<file path="config.mk">
export PLATFORM = sky130hd
export DESIGN_NAME = if_prefetch_queue_flat
export DESIGN_NICKNAME = d
export VERILOG_FILES = /design/src/rtl/if_pkg.sv /design/src/rtl/if_prefetch_queue_if.sv /design/src/rtl/if_queue.sv /design/src/rtl/rom_memory32.sv /design/src/rtl/if_prefetch_queue.sv /design/src/flat_wrapper.sv
export SDC_FILE = /design/constraint.sdc
export NUM_CORES = 1
export LEC_CHECK = 0
export BUFFER_PORTS_ARGS = -buffer_cell sky130_fd_sc_hd__buf_2
export CAP_MARGIN = 20
export CELL_PAD_IN_SITES_DETAIL_PLACEMENT = 1
export CELL_PAD_IN_SITES_GLOBAL_PLACEMENT = 1
export CORE_AREA = 2 2 127 178
export CTS_BUF_LIST = sky130_fd_sc_hd__clkbuf_2 sky130_fd_sc_hd__clkbuf_4 sky130_fd_sc_hd__clkbuf_8
export DETAILED_ROUTE_END_ITERATION = 6
export DIE_AREA = 0 0 129 180
export PLACE_DENSITY = 0.77
export SLEW_MARGIN = 20
export SYNTH_ARGS = -nofsm -noshare
export SYNTH_HDL_FRONTEND = slang
export SYNTH_SLANG_ARGS = --single-unit
export TNS_END_PERCENT = 50
</file>
<file path="constraint.sdc">
create_clock -name i_clk -period 4.5 [get_ports i_clk]
set_input_delay 0.9 -clock i_clk [delete_from_list [all_inputs] [get_ports i_clk]]
set_output_delay 0.9 -clock i_clk [all_outputs]
set_load 0.1 [all_outputs]
</file>
<file path="src/rtl/if_pkg.sv">
// Shared constants and helpers for the instruction-fetch stage.
package if_pkg;

    localparam logic [31:0] NOP_CODE = 32'h0;
    localparam int unsigned PC_INCR  = 4;

    // Width of a read/write pointer into a queue of the given depth.
    function automatic int unsigned qptr_width(input int unsigned depth);
        return $clog2(depth);
    endfunction

endpackage

</file>
<file path="src/rtl/if_prefetch_queue_if.sv">
// Decode-side handshake of the fetch stage: redirect/stall in, head entry out.
interface if_prefetch_queue_if #(
    parameter int unsigned NB_DATA    = 32,
    parameter int unsigned NB_ADDRESS = 32
) ();

    logic                  i_branch;
    logic [NB_ADDRESS-1:0] i_branch_addr;
    logic                  i_stall;
    logic [NB_DATA-1:0]    o_instruction;
    logic [NB_ADDRESS-1:0] o_next_pc_1;
    logic                  o_valid;
    logic                  o_fetch_error;

    // Decode side: drives redirects and stalls, consumes instructions.
    modport master (
        output i_branch, i_branch_addr, i_stall,
        input  o_instruction, o_next_pc_1, o_valid, o_fetch_error
    );

    // Fetch side.
    modport slave (
        input  i_branch, i_branch_addr, i_stall,
        output o_instruction, o_next_pc_1, o_valid, o_fetch_error
    );

endinterface

</file>
<file path="src/rtl/if_queue.sv">
// Synchronous FIFO with flush; power-of-two depth so pointers wrap naturally.
module if_queue
    import if_pkg::*;
#(
    parameter int unsigned WIDTH = 64,
    parameter int unsigned DEPTH = 4
) (
    input  logic                         i_clk,
    input  logic                         i_reset,
    input  logic                         i_flush,
    input  logic                         i_push,
    input  logic                         i_pop,
    input  logic [WIDTH-1:0]             i_data,
    output logic [WIDTH-1:0]             o_data,
    output logic [qptr_width(DEPTH):0]   o_count,
    output logic                         o_empty
);

    localparam int unsigned PtrW = qptr_width(DEPTH);
    localparam logic [PtrW:0] CountFull = (PtrW + 1)'(DEPTH);

    logic [WIDTH-1:0] storage [DEPTH];
    logic [PtrW-1:0]  wr_ptr;
    logic [PtrW-1:0]  rd_ptr;
    logic [PtrW:0]    count;
    logic [PtrW:0]    count_d;
    logic             full;
    logic             do_push;
    logic             do_pop;

    // Guarded push/pop and next occupancy.
    always_comb begin
        full    = (count == CountFull);
        do_pop  = i_pop & (count != '0);
        do_push = i_push & (~full | do_pop);
        count_d = count;
        case ({do_push, do_pop})
            2'b10:   count_d = count + 1'b1;
            2'b01:   count_d = count - 1'b1;
            default: count_d = count;
        endcase
    end

    // Pointers and occupancy; flush empties the queue without touching storage.
    always_ff @(posedge i_clk) begin
        if (i_reset || i_flush) begin
            wr_ptr <= '0;
            rd_ptr <= '0;
            count  <= '0;
        end else begin
            if (do_push) wr_ptr <= wr_ptr + 1'b1;
            if (do_pop)  rd_ptr <= rd_ptr + 1'b1;
            count <= count_d;
        end
    end

    // Entry storage, not reset.
    always_ff @(posedge i_clk) begin
        if (do_push) storage[wr_ptr] <= i_data;
    end

    assign o_data  = storage[rd_ptr];
    assign o_count = count;
    assign o_empty = (count == '0);

endmodule

</file>
<file path="src/rtl/rom_memory32.sv">
// Program memory: one-cycle synchronous read of a word-indexed image.
module rom_memory32 #(
    parameter int unsigned NB_DATA   = 32,
    parameter int unsigned N_WORDS   = 128,
    parameter int unsigned NB_ADDR   = 7,
    parameter              INIT_FILE = ""
) (
    input  logic               i_clk,
    input  logic               i_rd_en,
    input  logic [NB_ADDR-1:0] i_addr,
    output logic [NB_DATA-1:0] o_data
);

    // Without a file the ROM serves the built-in boot image (word n = 0x11 + n);
    // file images are placed by the back-end memory flow and read as NOP here.
    localparam bit UseBuiltin = (INIT_FILE == "");

    function automatic logic [NB_DATA-1:0] image_word(input logic [NB_ADDR-1:0] addr);
        if (UseBuiltin && (32'(addr) < N_WORDS)) begin
            return NB_DATA'(32'h11) + NB_DATA'(addr);
        end
        return '0;
    endfunction

    // Registered read, issued only when the fetch stage asks.
    always_ff @(posedge i_clk) begin
        if (i_rd_en) o_data <= image_word(i_addr);
    end

endmodule

</file>
<file path="src/rtl/if_prefetch_queue.sv">
// Fetch stage: sequential PC prefetch into a queue, branch flush, sticky
// misaligned-target error. Outputs come straight from queue storage.
module if_prefetch_queue
    import if_pkg::*;
#(
    parameter int unsigned NB_DATA         = 32,
    parameter int unsigned NB_ADDRESS      = 32,
    parameter int unsigned N_MEM_ADDRESS   = 128,
    parameter int unsigned NB_MEM_ADDRESS  = $clog2(N_MEM_ADDRESS) + 2,
    parameter int unsigned QUEUE_DEPTH     = 4,
    parameter logic [NB_ADDRESS-1:0] RESET_PC = '0,
    parameter              INIT_FILE       = ""
) (
    input  logic            i_clk,
    input  logic            i_reset,
    if_prefetch_queue_if.slave bus
);

    localparam int unsigned PtrW      = qptr_width(QUEUE_DEPTH);
    localparam int unsigned NbRomAddr = NB_MEM_ADDRESS - 2;
    localparam int unsigned NbEntry   = NB_DATA + NB_ADDRESS;

    logic [NB_ADDRESS-1:0] pc_q, pc_d;
    logic [NB_ADDRESS-1:0] link_q, link_d;   // PC+4 of the read in flight
    logic                  inflight_q, inflight_d;
    logic                  err_q, err_d;

    logic [NB_ADDRESS-1:0] fetch_pc;
    logic                  misaligned;
    logic                  space;
    logic                  rom_en;
    logic [NbRomAddr-1:0]  rom_addr;
    logic [NB_DATA-1:0]    rom_data;
    logic                  push;
    logic                  pop;
    logic [PtrW:0]         q_count;
    logic                  q_empty;
    logic [NbEntry-1:0]    q_head;

    // Issue, redirect and error decisions. An aligned branch issues its target
    // in the same cycle so the target reaches decode two cycles later.
    always_comb begin
        misaligned = (bus.i_branch_addr[1:0] != 2'b00);
        fetch_pc   = bus.i_branch ? bus.i_branch_addr : pc_q;
        pop        = ~q_empty & ~bus.i_stall & ~bus.i_branch;
        push       = inflight_q & ~bus.i_branch;
        space      = (32'(q_count) + 32'(inflight_q)) < QUEUE_DEPTH;
        rom_en     = bus.i_branch ? ~misaligned : (~err_q & space);
        rom_addr   = fetch_pc[NB_MEM_ADDRESS-1:2];

        pc_d       = pc_q;
        link_d     = link_q;
        inflight_d = rom_en;
        err_d      = err_q;
        if (rom_en) begin
            pc_d   = fetch_pc + NB_ADDRESS'(PC_INCR);
            link_d = pc_d;
        end
        if (bus.i_branch) begin
            err_d = misaligned;
            if (misaligned) pc_d = bus.i_branch_addr;
        end
    end

    // Fetch state registers.
    always_ff @(posedge i_clk) begin
        if (i_reset) begin
            pc_q       <= RESET_PC;
            link_q     <= '0;
            inflight_q <= 1'b0;
            err_q      <= 1'b0;
        end else begin
            pc_q       <= pc_d;
            link_q     <= link_d;
            inflight_q <= inflight_d;
            err_q      <= err_d;
        end
    end

    rom_memory32 #(
        .NB_DATA   (NB_DATA),
        .N_WORDS   (N_MEM_ADDRESS),
        .NB_ADDR   (NbRomAddr),
        .INIT_FILE (INIT_FILE)
    ) u_rom (
        .i_clk   (i_clk),
        .i_rd_en (rom_en),
        .i_addr  (rom_addr),
        .o_data  (rom_data)
    );

    if_queue #(
        .WIDTH (NbEntry),
        .DEPTH (QUEUE_DEPTH)
    ) u_queue (
        .i_clk   (i_clk),
        .i_reset (i_reset),
        .i_flush (bus.i_branch),
        .i_push  (push),
        .i_pop   (pop),
        .i_data  ({rom_data, link_q}),
        .o_data  (q_head),
        .o_count (q_count),
        .o_empty (q_empty)
    );

    assign bus.o_valid       = ~q_empty;
    assign bus.o_instruction = q_empty ? NB_DATA'(NOP_CODE) : q_head[NbEntry-1 -: NB_DATA];
    assign bus.o_next_pc_1   = q_empty ? '0 : q_head[NB_ADDRESS-1:0];
    assign bus.o_fetch_error = err_q;

endmodule

</file>
<file path="src/flat_wrapper.sv">
// flat-port wrapper written by rule: the top's interface ports become plain ports
module if_prefetch_queue_flat import if_pkg::*;
#(
    parameter int unsigned NB_DATA         = 32,
    parameter int unsigned NB_ADDRESS      = 32,
    parameter int unsigned N_MEM_ADDRESS   = 128,
    parameter int unsigned NB_MEM_ADDRESS  = $clog2(N_MEM_ADDRESS) + 2,
    parameter int unsigned QUEUE_DEPTH     = 4,
    parameter logic [NB_ADDRESS-1:0] RESET_PC = '0,
    parameter              INIT_FILE       = ""
)
  (i_clk, i_reset, bus_i_branch, bus_i_branch_addr, bus_i_stall, bus_o_instruction, bus_o_next_pc_1, bus_o_valid, bus_o_fetch_error);
  if_prefetch_queue_if #(.NB_DATA(NB_DATA), .NB_ADDRESS(NB_ADDRESS)) bus_i ();
  input  logic i_clk;
  input  logic i_reset;
  input wire logic [$bits(bus_i.i_branch)-1:0] bus_i_branch;
  input wire logic [$bits(bus_i.i_branch_addr)-1:0] bus_i_branch_addr;
  input wire logic [$bits(bus_i.i_stall)-1:0] bus_i_stall;
  output wire logic [$bits(bus_i.o_instruction)-1:0] bus_o_instruction;
  output wire logic [$bits(bus_i.o_next_pc_1)-1:0] bus_o_next_pc_1;
  output wire logic [$bits(bus_i.o_valid)-1:0] bus_o_valid;
  output wire logic [$bits(bus_i.o_fetch_error)-1:0] bus_o_fetch_error;
  assign bus_i.i_branch = bus_i_branch;
  assign bus_i.i_branch_addr = bus_i_branch_addr;
  assign bus_i.i_stall = bus_i_stall;
  assign bus_o_instruction = bus_i.o_instruction;
  assign bus_o_next_pc_1 = bus_i.o_next_pc_1;
  assign bus_o_valid = bus_i.o_valid;
  assign bus_o_fetch_error = bus_i.o_fetch_error;
  if_prefetch_queue #(.NB_DATA(NB_DATA), .NB_ADDRESS(NB_ADDRESS), .N_MEM_ADDRESS(N_MEM_ADDRESS), .NB_MEM_ADDRESS(NB_MEM_ADDRESS), .QUEUE_DEPTH(QUEUE_DEPTH), .RESET_PC(RESET_PC), .INIT_FILE(INIT_FILE)) u_core (.i_clk(i_clk), .i_reset(i_reset), .bus(bus_i));
endmodule
</file>
# Word-level counts from Yosys, hierarchy flattened
# Memories as Yosys holds them, arrays and structs flattened. A register that Yosys moved wholly into a read port is not among the register bits.
# Cells that the tools add are included.
[word_totals]
reg_bits = 105
mem_count = 1
in_bits = 36
ramBits = 256
output_inout_bits = 66
[memory_table]
columns = ["memory", "words", "word_bits", "read_ports", "rd_clocked_by_memory_dff", "wr", "line_no", "rtl"]
rows = [
  ["u_core.u_queue.storage", 4, 64, 1, 1, 1, "if_queue.sv:22", "logic [WIDTH-1:0] storage [DEPTH];"],
]
[op_classes]
eq_ne = 3
addsub = 7
n_lt_le_gt_ge = 1
bitwise_logic = 13
muxes = 13
n_reduce_logical = 5
[op_table]
columns = ["operator", "n"]
rows = [
  ["$mux W32", 6],
  ["$add A32 B3 Y32 const B", 1],
  ["$lt A32 B3 Y1 const B", 1],
  ["$add A5 B7 Y8 const A", 1],
  ["$and A1 B1 Y1", 6],
  ["$not A1 Y1", 6],
  ["$pmux W3 S2", 1],
  ["$add A2 B1 Y2 const B", 2],
  ["$add A3 B1 Y4", 1],
  ["$mux W1", 4],
  ["$mux W2", 2],
  ["$reduce_bool A2 Y1", 2],
  ["$add A3 B1 Y3 const B", 1],
  ["$eq A3 B3 Y1 const B", 1],
  ["$logic_not A3 Y1", 1],
  ["$reduce_bool A3 Y1", 1],
  ["$sub A3 B1 Y3 const B", 1],
  ["$eq A2 B1 Y1 const B", 1],
  ["$eq A2 B2 Y1 const B", 1],
  ["$logic_or A1 B1 Y1", 1],
  ["$or A1 B1 Y1", 1],
]

# Logic depth before layout (Yosys ltp)
[logic_depth]
ltp_word = 9
depth_mapped = 14

# Modules after synthesis
# Synthesis repeated with hierarchy kept, for this count alone.
[hier_totals]
hier_cells = 983
area_unflattened_um2 = 14587.7
[modules_own_cells]
columns = ["mod", "seq_area_each_um2", "n_inst", "cells_per_inst", "area_each_um2"]
rows = [
  ["if_queue", 7867.5, 1, 391, 9766.9],
  ["if_prefetch_queue", 1321.3, 1, 547, 4294.1],
  ["rom_memory32", 240.2, 1, 45, 526.8],
]

# Worst setup path before layout
# No wires, ideal clock.
[synth_timing]
kind = "input -> register"
startpoint = "in bus_i_branch"
endpoint = "reg u_core.pc_q[24]"
path_slack_ps = 759
path_stages = 14
n_path_buf = 6
setup_time_ps = 132
t_required_ps = 4368
t_arrival_ps = 3609
cell_sequence = "buf_6 -> buf_2 -> buf_2 -> buf_2 -> buf_2 -> buf_2 -> mux2_2 -> ha_1 -> inv_1 -> a21oi_1 -> nand4_1 -> or4_1 -> nand3_1 -> a21oi_1"
[synth_between]
elab_chain_len = 5
elab_cells_between_ends = 6
cone_classes = "add/sub: 1; mux: 5"
[synth_rtl]
columns = ["element", "line_no", "rtl"]
rows = [
  ["start, declared", "flat_wrapper.sv:16", "input wire logic [$bits(bus_i.i_branch)-1:0] bus_i_branch;"],
  ["$mux W32", "if_prefetch_queue.sv:44", "fetch_pc = bus.i_branch ? bus.i_branch_addr : pc_q;"],
  ["$add A32 B3 Y32", "if_prefetch_queue.sv:56", "pc_d = fetch_pc + NB_ADDRESS'(PC_INCR);"],
  ["$mux W32", "if_prefetch_queue.sv:55", "if (rom_en) begin"],
  ["$mux W32", "if_prefetch_queue.sv:61", "if (misaligned) pc_d = bus.i_branch_addr;"],
  ["$mux W32 (*)", "if_prefetch_queue.sv:59", "if (bus.i_branch) begin"],
  ["end signal, assigned", "if_prefetch_queue.sv:73", "pc_q <= pc_d;"],
  ["end, declared", "if_prefetch_queue.sv:23", "logic [NB_ADDRESS-1:0] pc_q, pc_d;"],
]
# Every way passes the cells marked *; elsewhere a longest branch is shown, timed or not.
# A chain may end at the register's enable or synchronous reset.

==> insert_results.sql <==
INSERT INTO impl_metrics (metric_group, metric, value, unit) VALUES
('run_status', 'outcome', 'complete, no violations', ''),
('setup_path', 'arrival', '2.42', 'ns'),
('floorplan', 'initial_utilization', '0.4905', ''),
('yosys', 'synth_edf_count', '168', ''),
('detailed_routing', 'first_pass_iters', '4', ''),
('sta', 'report.final.slew_viol_count', '0', ''),
('final_layout', 'fill_cells', '2227', ''),
('cts', 'cts_tree', 'done', ''),
('global_routing', 'antenna_violations_before_repair', '1', ''),
('placed_design', 'placed_cells', '1159', ''),
('yosys', 'ys_seq_area_frac', '0.6150', ''),
('yosys', 'ys_seq_elements', '243', ''),
('final_layout', 'fin_cells', '1228', ''),
('cts', 'cts-hold-fix-buffers', '0', ''),
('floorplan', 'die_ht', '180', 'um'),
('detailed_routing', 'drcViolationCount', '0', ''),
('final_layout', 'finish.net_count', '944', ''),
('cts', 'insertion_delay', '0.53', 'ns'),
('floorplan', 'io_pins', '102', ''),
('detailed_routing', 'via_count', '6923', ''),
('detailed_routing', 'drt.antenna.violating_nets', '0', ''),
('global_routing', 'global_route.usage.met3', '0.03512', ''),
('sta', 'finalSetupViolations', '0', ''),
('pwr', 'irDropWorstVdd', '0.2331', 'mV'),
('floorplan', 'die_w', '129', 'um'),
('worst_hold_path', 'hold_path_startpoint', 'u_core.bus.o_fetch_error', ''),
('sta', 'slew_at_the_pin_closest_to_its_max_slew_limit', '0.7987', 'ns'),
('global_routing', 'global_route.usage.met1', '0.2939', ''),
('floorplan', 'core-area', '0.02170', 'mm^2'),
('cts', 'cts_sinks', '243', ''),
('final_layout', 'finalInstanceArea', '0.01206', 'mm^2'),
('cts', 'cts-htree-levels', '2', ''),
('global_routing', 'grt_start_max_net_pins', '44', ''),
('sta', 'final.setup.tns', '0', 'ns'),
('yosys', 'synthesized_area', '0.01064', 'mm^2'),
('worst_hold_path', 'hold_path_class', 'reg -> reg', ''),
('detailed_routing', 'wl', '26200', 'um'),
('cts', 'numCtsBuffers', '38', ''),
('global_routing', 'grt_pass1_vias', '7596', ''),
('floorplan', 'core.rowCount', '64', ''),
('cts', 'cts_root_buffer', 'sky130_fd_sc_hd__clkbuf_8', ''),
('detailed_routing', 'route.detailed.wl_per_inst', '21.33', 'um'),
('sta', 'max_slew_headroom', '0.4669', ''),
('global_routing', 'groute.layer.met2.usage', '0.4028', ''),
('yosys', 'ys.warnings.count', '0', ''),
('placed_design', 'place.gp.congestion', '0.8462', ''),
('setup_path', 'critical_path_required', '3.60', 'ns'),
('placed_design', 'dpl-instance-area', '0.01127', 'mm^2'),
('yosys', 'post_synth.cell_area_avg', '13.09', 'um^2'),
('sta', 'grt_setup_unrepaired', 'no', ''),
('setup_path', 'setup.worst_path.start_class', 'register', ''),
('final_layout', 'insertedDiodeCount', '0', ''),
('cts', 'path_clk_slew', '0.06', 'ns'),
('final_layout', 'post_synthesis_to_final_layout_area_growth', '13.34', '%'),
('setup_path', 'source_of_the_worst_register_to_register_timing_path', 'u_core.pc_q[2]', ''),
('sta', 'hold-worst-slack', '0.4981', 'ns'),
('cts', 'max-clock-path-buffers', '3', ''),
('yosys', 'synthCells', '813', ''),
('placed_design', 'io_buffer_count', '77', ''),
('setup_path', 'worst-path-max-fanout', '24', ''),
('detailed_routing', 'viasPerCell', '5.638', ''),
('global_routing', 'grt-busiest-layer', 'met2', ''),
('sta', 'hold_viol', '0', ''),
('yosys', 'synth_ff_type', 'sky130_fd_sc_hd__edfxtp_1', ''),
('global_routing', 'global_route.overflow_total', '0', ''),
('global_routing', 'global_route_wire_length_before_repair', '41600', 'um'),
('sta', 'skew', '0.02230', 'ns'),
('floorplan', 'dieArea', '0.02322', 'mm^2'),
('sta', 'max_freq', '301.1', 'MHz'),
('final_layout', 'fraction_of_layout_cells_with_a_size_suffix_above_1', '0.2277', ''),
('sta', 'period_share', '0.7381', ''),
('cts', 'cts.repair.resized', '0', ''),
('sta', 'final_period_minus_worst_setup_slack', '3.322', 'ns'),
('detailed_routing', 'drt-initial-drc-count', '388', ''),
('setup_path', 'setup.worst_path.end_class', 'primary output', ''),
('final_layout', 'fin_util', '0.5559', ''),
('yosys', 'async_reset_ff_frac', '0', ''),
('yosys', 'synth_cell_type_count', '55', ''),
('pwr', 'cell_leakage_power', '4.277', 'nW'),
('job', 'max_cap_violations', '0', ''),
('pwr', 'power_per_cell_area', '422.6', 'mW/mm^2'),
('setup_path', 'timing_worst_setup_path_type', 'reg -> out', ''),
('cts', 'cts_setup_buffers', '0', ''),
('global_routing', 'grtUsageTotal', '0.2310', ''),
('placed_design', 'hpwl_reported_at_the_end_of_detailed_placement', '17420', 'um');
[cell families after synthesis]
logic type,count (synthesis),synth area share
adders and majority gates,6,0.007758
DFF,243,0.6150
AOI/OAI and AO/OA,130,0.07982
other,1,0.0003523
buffers and inverters,87,0.04149
xor gates and xnor gates,27,0.02222
muxes,65,0.1085
and+or+nand+nor,254,0.1248
[flip-flops by register name, indices dropped and copies added, names as in the netlist, named ones only]
signal                    flops
u_core.u_rom.o_data           8
u_core.u_queue.storage      160
u_core.pc_q                  32
u_core.inflight_q             1
u_core.u_queue.o_count        3
u_core.bus.o_fetch_error      1
u_core.link_q                32
u_core.u_queue.wr_ptr         2
u_core.u_queue.rd_ptr         2
[cells in the mapped netlist (all sizes together), types with 3 or more instances]
cell type | number | area (um^2)
a2111oi | 3 | 26.28
a211oi | 17 | 127.6
a21oi | 44 | 220.2
a22oi | 9 | 67.56
a311oi | 6 | 52.55
a31oi | 6 | 37.54
a32oi | 4 | 35.03
and2 | 7 | 43.79
buf | 37 | 254.0
clkbuf | 35 | 131.4
dfxtp | 75 | 1501
edfxtp | 168 | 5045
ha | 5 | 62.56
inv | 15 | 56.30
mux2 | 3 | 33.78
mux2i | 22 | 220.2
mux4 | 40 | 900.9
nand2 | 69 | 259.0
nand3 | 29 | 145.1
nand3b | 14 | 130.1
nand4 | 9 | 62.56
nor2 | 51 | 191.4
nor2b | 47 | 294.0
nor3 | 6 | 30.03
nor3b | 4 | 30.03
nor4 | 3 | 18.77
o21ai | 15 | 75.07
o22ai | 7 | 43.79
o31ai | 4 | 30.03
or3 | 6 | 37.54
or4 | 3 | 22.52
xnor2 | 12 | 105.1
xor2 | 15 | 131.4
[metal layers]
metal  share of wire  wire (um)  up-vias
met3           0.044       1159       44
met1            0.41      10820     3506
met2            0.52      13650      183
met5               0          0        -
met4           0.022        571        0
li1                -          -     3190
[worst paths after layout]
| kind | endpoint | slack (ns) | depth (start not counted) |
|---|---|---|---|
| setup reg to reg | u_core.link_q[30] | 1.83 | 9 |
| setup / recovery | bus_o_next_pc_1[24] | 1.18 | 4 |
| hold / removal | u_core.bus.o_fetch_error | 0.50 | 2 |
| hold reg to reg | u_core.bus.o_fetch_error | 0.50 | 2 |
[where the power goes]
group	internal, W	switching (W)
clock	0.00109	0.000846
sequential	0.00249	0.0000772
combinational	0.000150	0.000446
[worst max-delay path, cell delays in order, from the launching register on]
cell                      delay, ns
sky130_fd_sc_hd__dfxtp_2       0.38
sky130_fd_sc_hd__buf_4         0.45
sky130_fd_sc_hd__mux4_2        0.58
sky130_fd_sc_hd__nor2b_1       0.16
sky130_fd_sc_hd__buf_2         0.32
[metrics by stage]
step,setup WS [ns],power [W]
floorplan,0.7586,0.003054
finish,1.178,0.005099
CTS,1.097,0.005137
global placement,0.9669,0.003175
global route,1.033,0.005272
detailed placement,0.8776,0.003205
[placed cells by master (no fill, tap or decap), types with 14 or more instances in the layout]
| cell type | instances |
|---|---|
| sky130_fd_sc_hd__clkbuf_4 | 14 |
| sky130_fd_sc_hd__buf_4 | 21 |
| sky130_fd_sc_hd__xor2_1 | 15 |
| sky130_fd_sc_hd__nand3_1 | 29 |
| sky130_fd_sc_hd__edfxtp_1 | 168 |
| sky130_fd_sc_hd__buf_2 | 77 |
| sky130_fd_sc_hd__dfxtp_1 | 74 |
| sky130_fd_sc_hd__nand2_1 | 69 |
| sky130_fd_sc_hd__nor2b_1 | 47 |
| sky130_fd_sc_hd__clkbuf_8 | 42 |
| sky130_fd_sc_hd__inv_1 | 15 |
| sky130_fd_sc_hd__o21ai_0 | 14 |
| sky130_fd_sc_hd__a211oi_1 | 17 |
| sky130_fd_sc_hd__mux4_2 | 40 |
| sky130_fd_sc_hd__conb_1 | 24 |
| sky130_fd_sc_hd__a21oi_1 | 44 |
| sky130_fd_sc_hd__nor2_1 | 51 |
| sky130_fd_sc_hd__mux2i_1 | 22 |
[area by class of cell]
type	count	area, um^2	share of cell area
inverters	15	56.30	0.004667
multi-input cells	506	3747	0.3106
flip-flops and latches	243	6548	0.5427
repair buffers	98	543.0	0.04501
well taps	297	371.6	0.03080
clock inverters	13	115.1	0.009542
clock buffers	56	683.2	0.05663
Power figures use the tool's default switching activity.
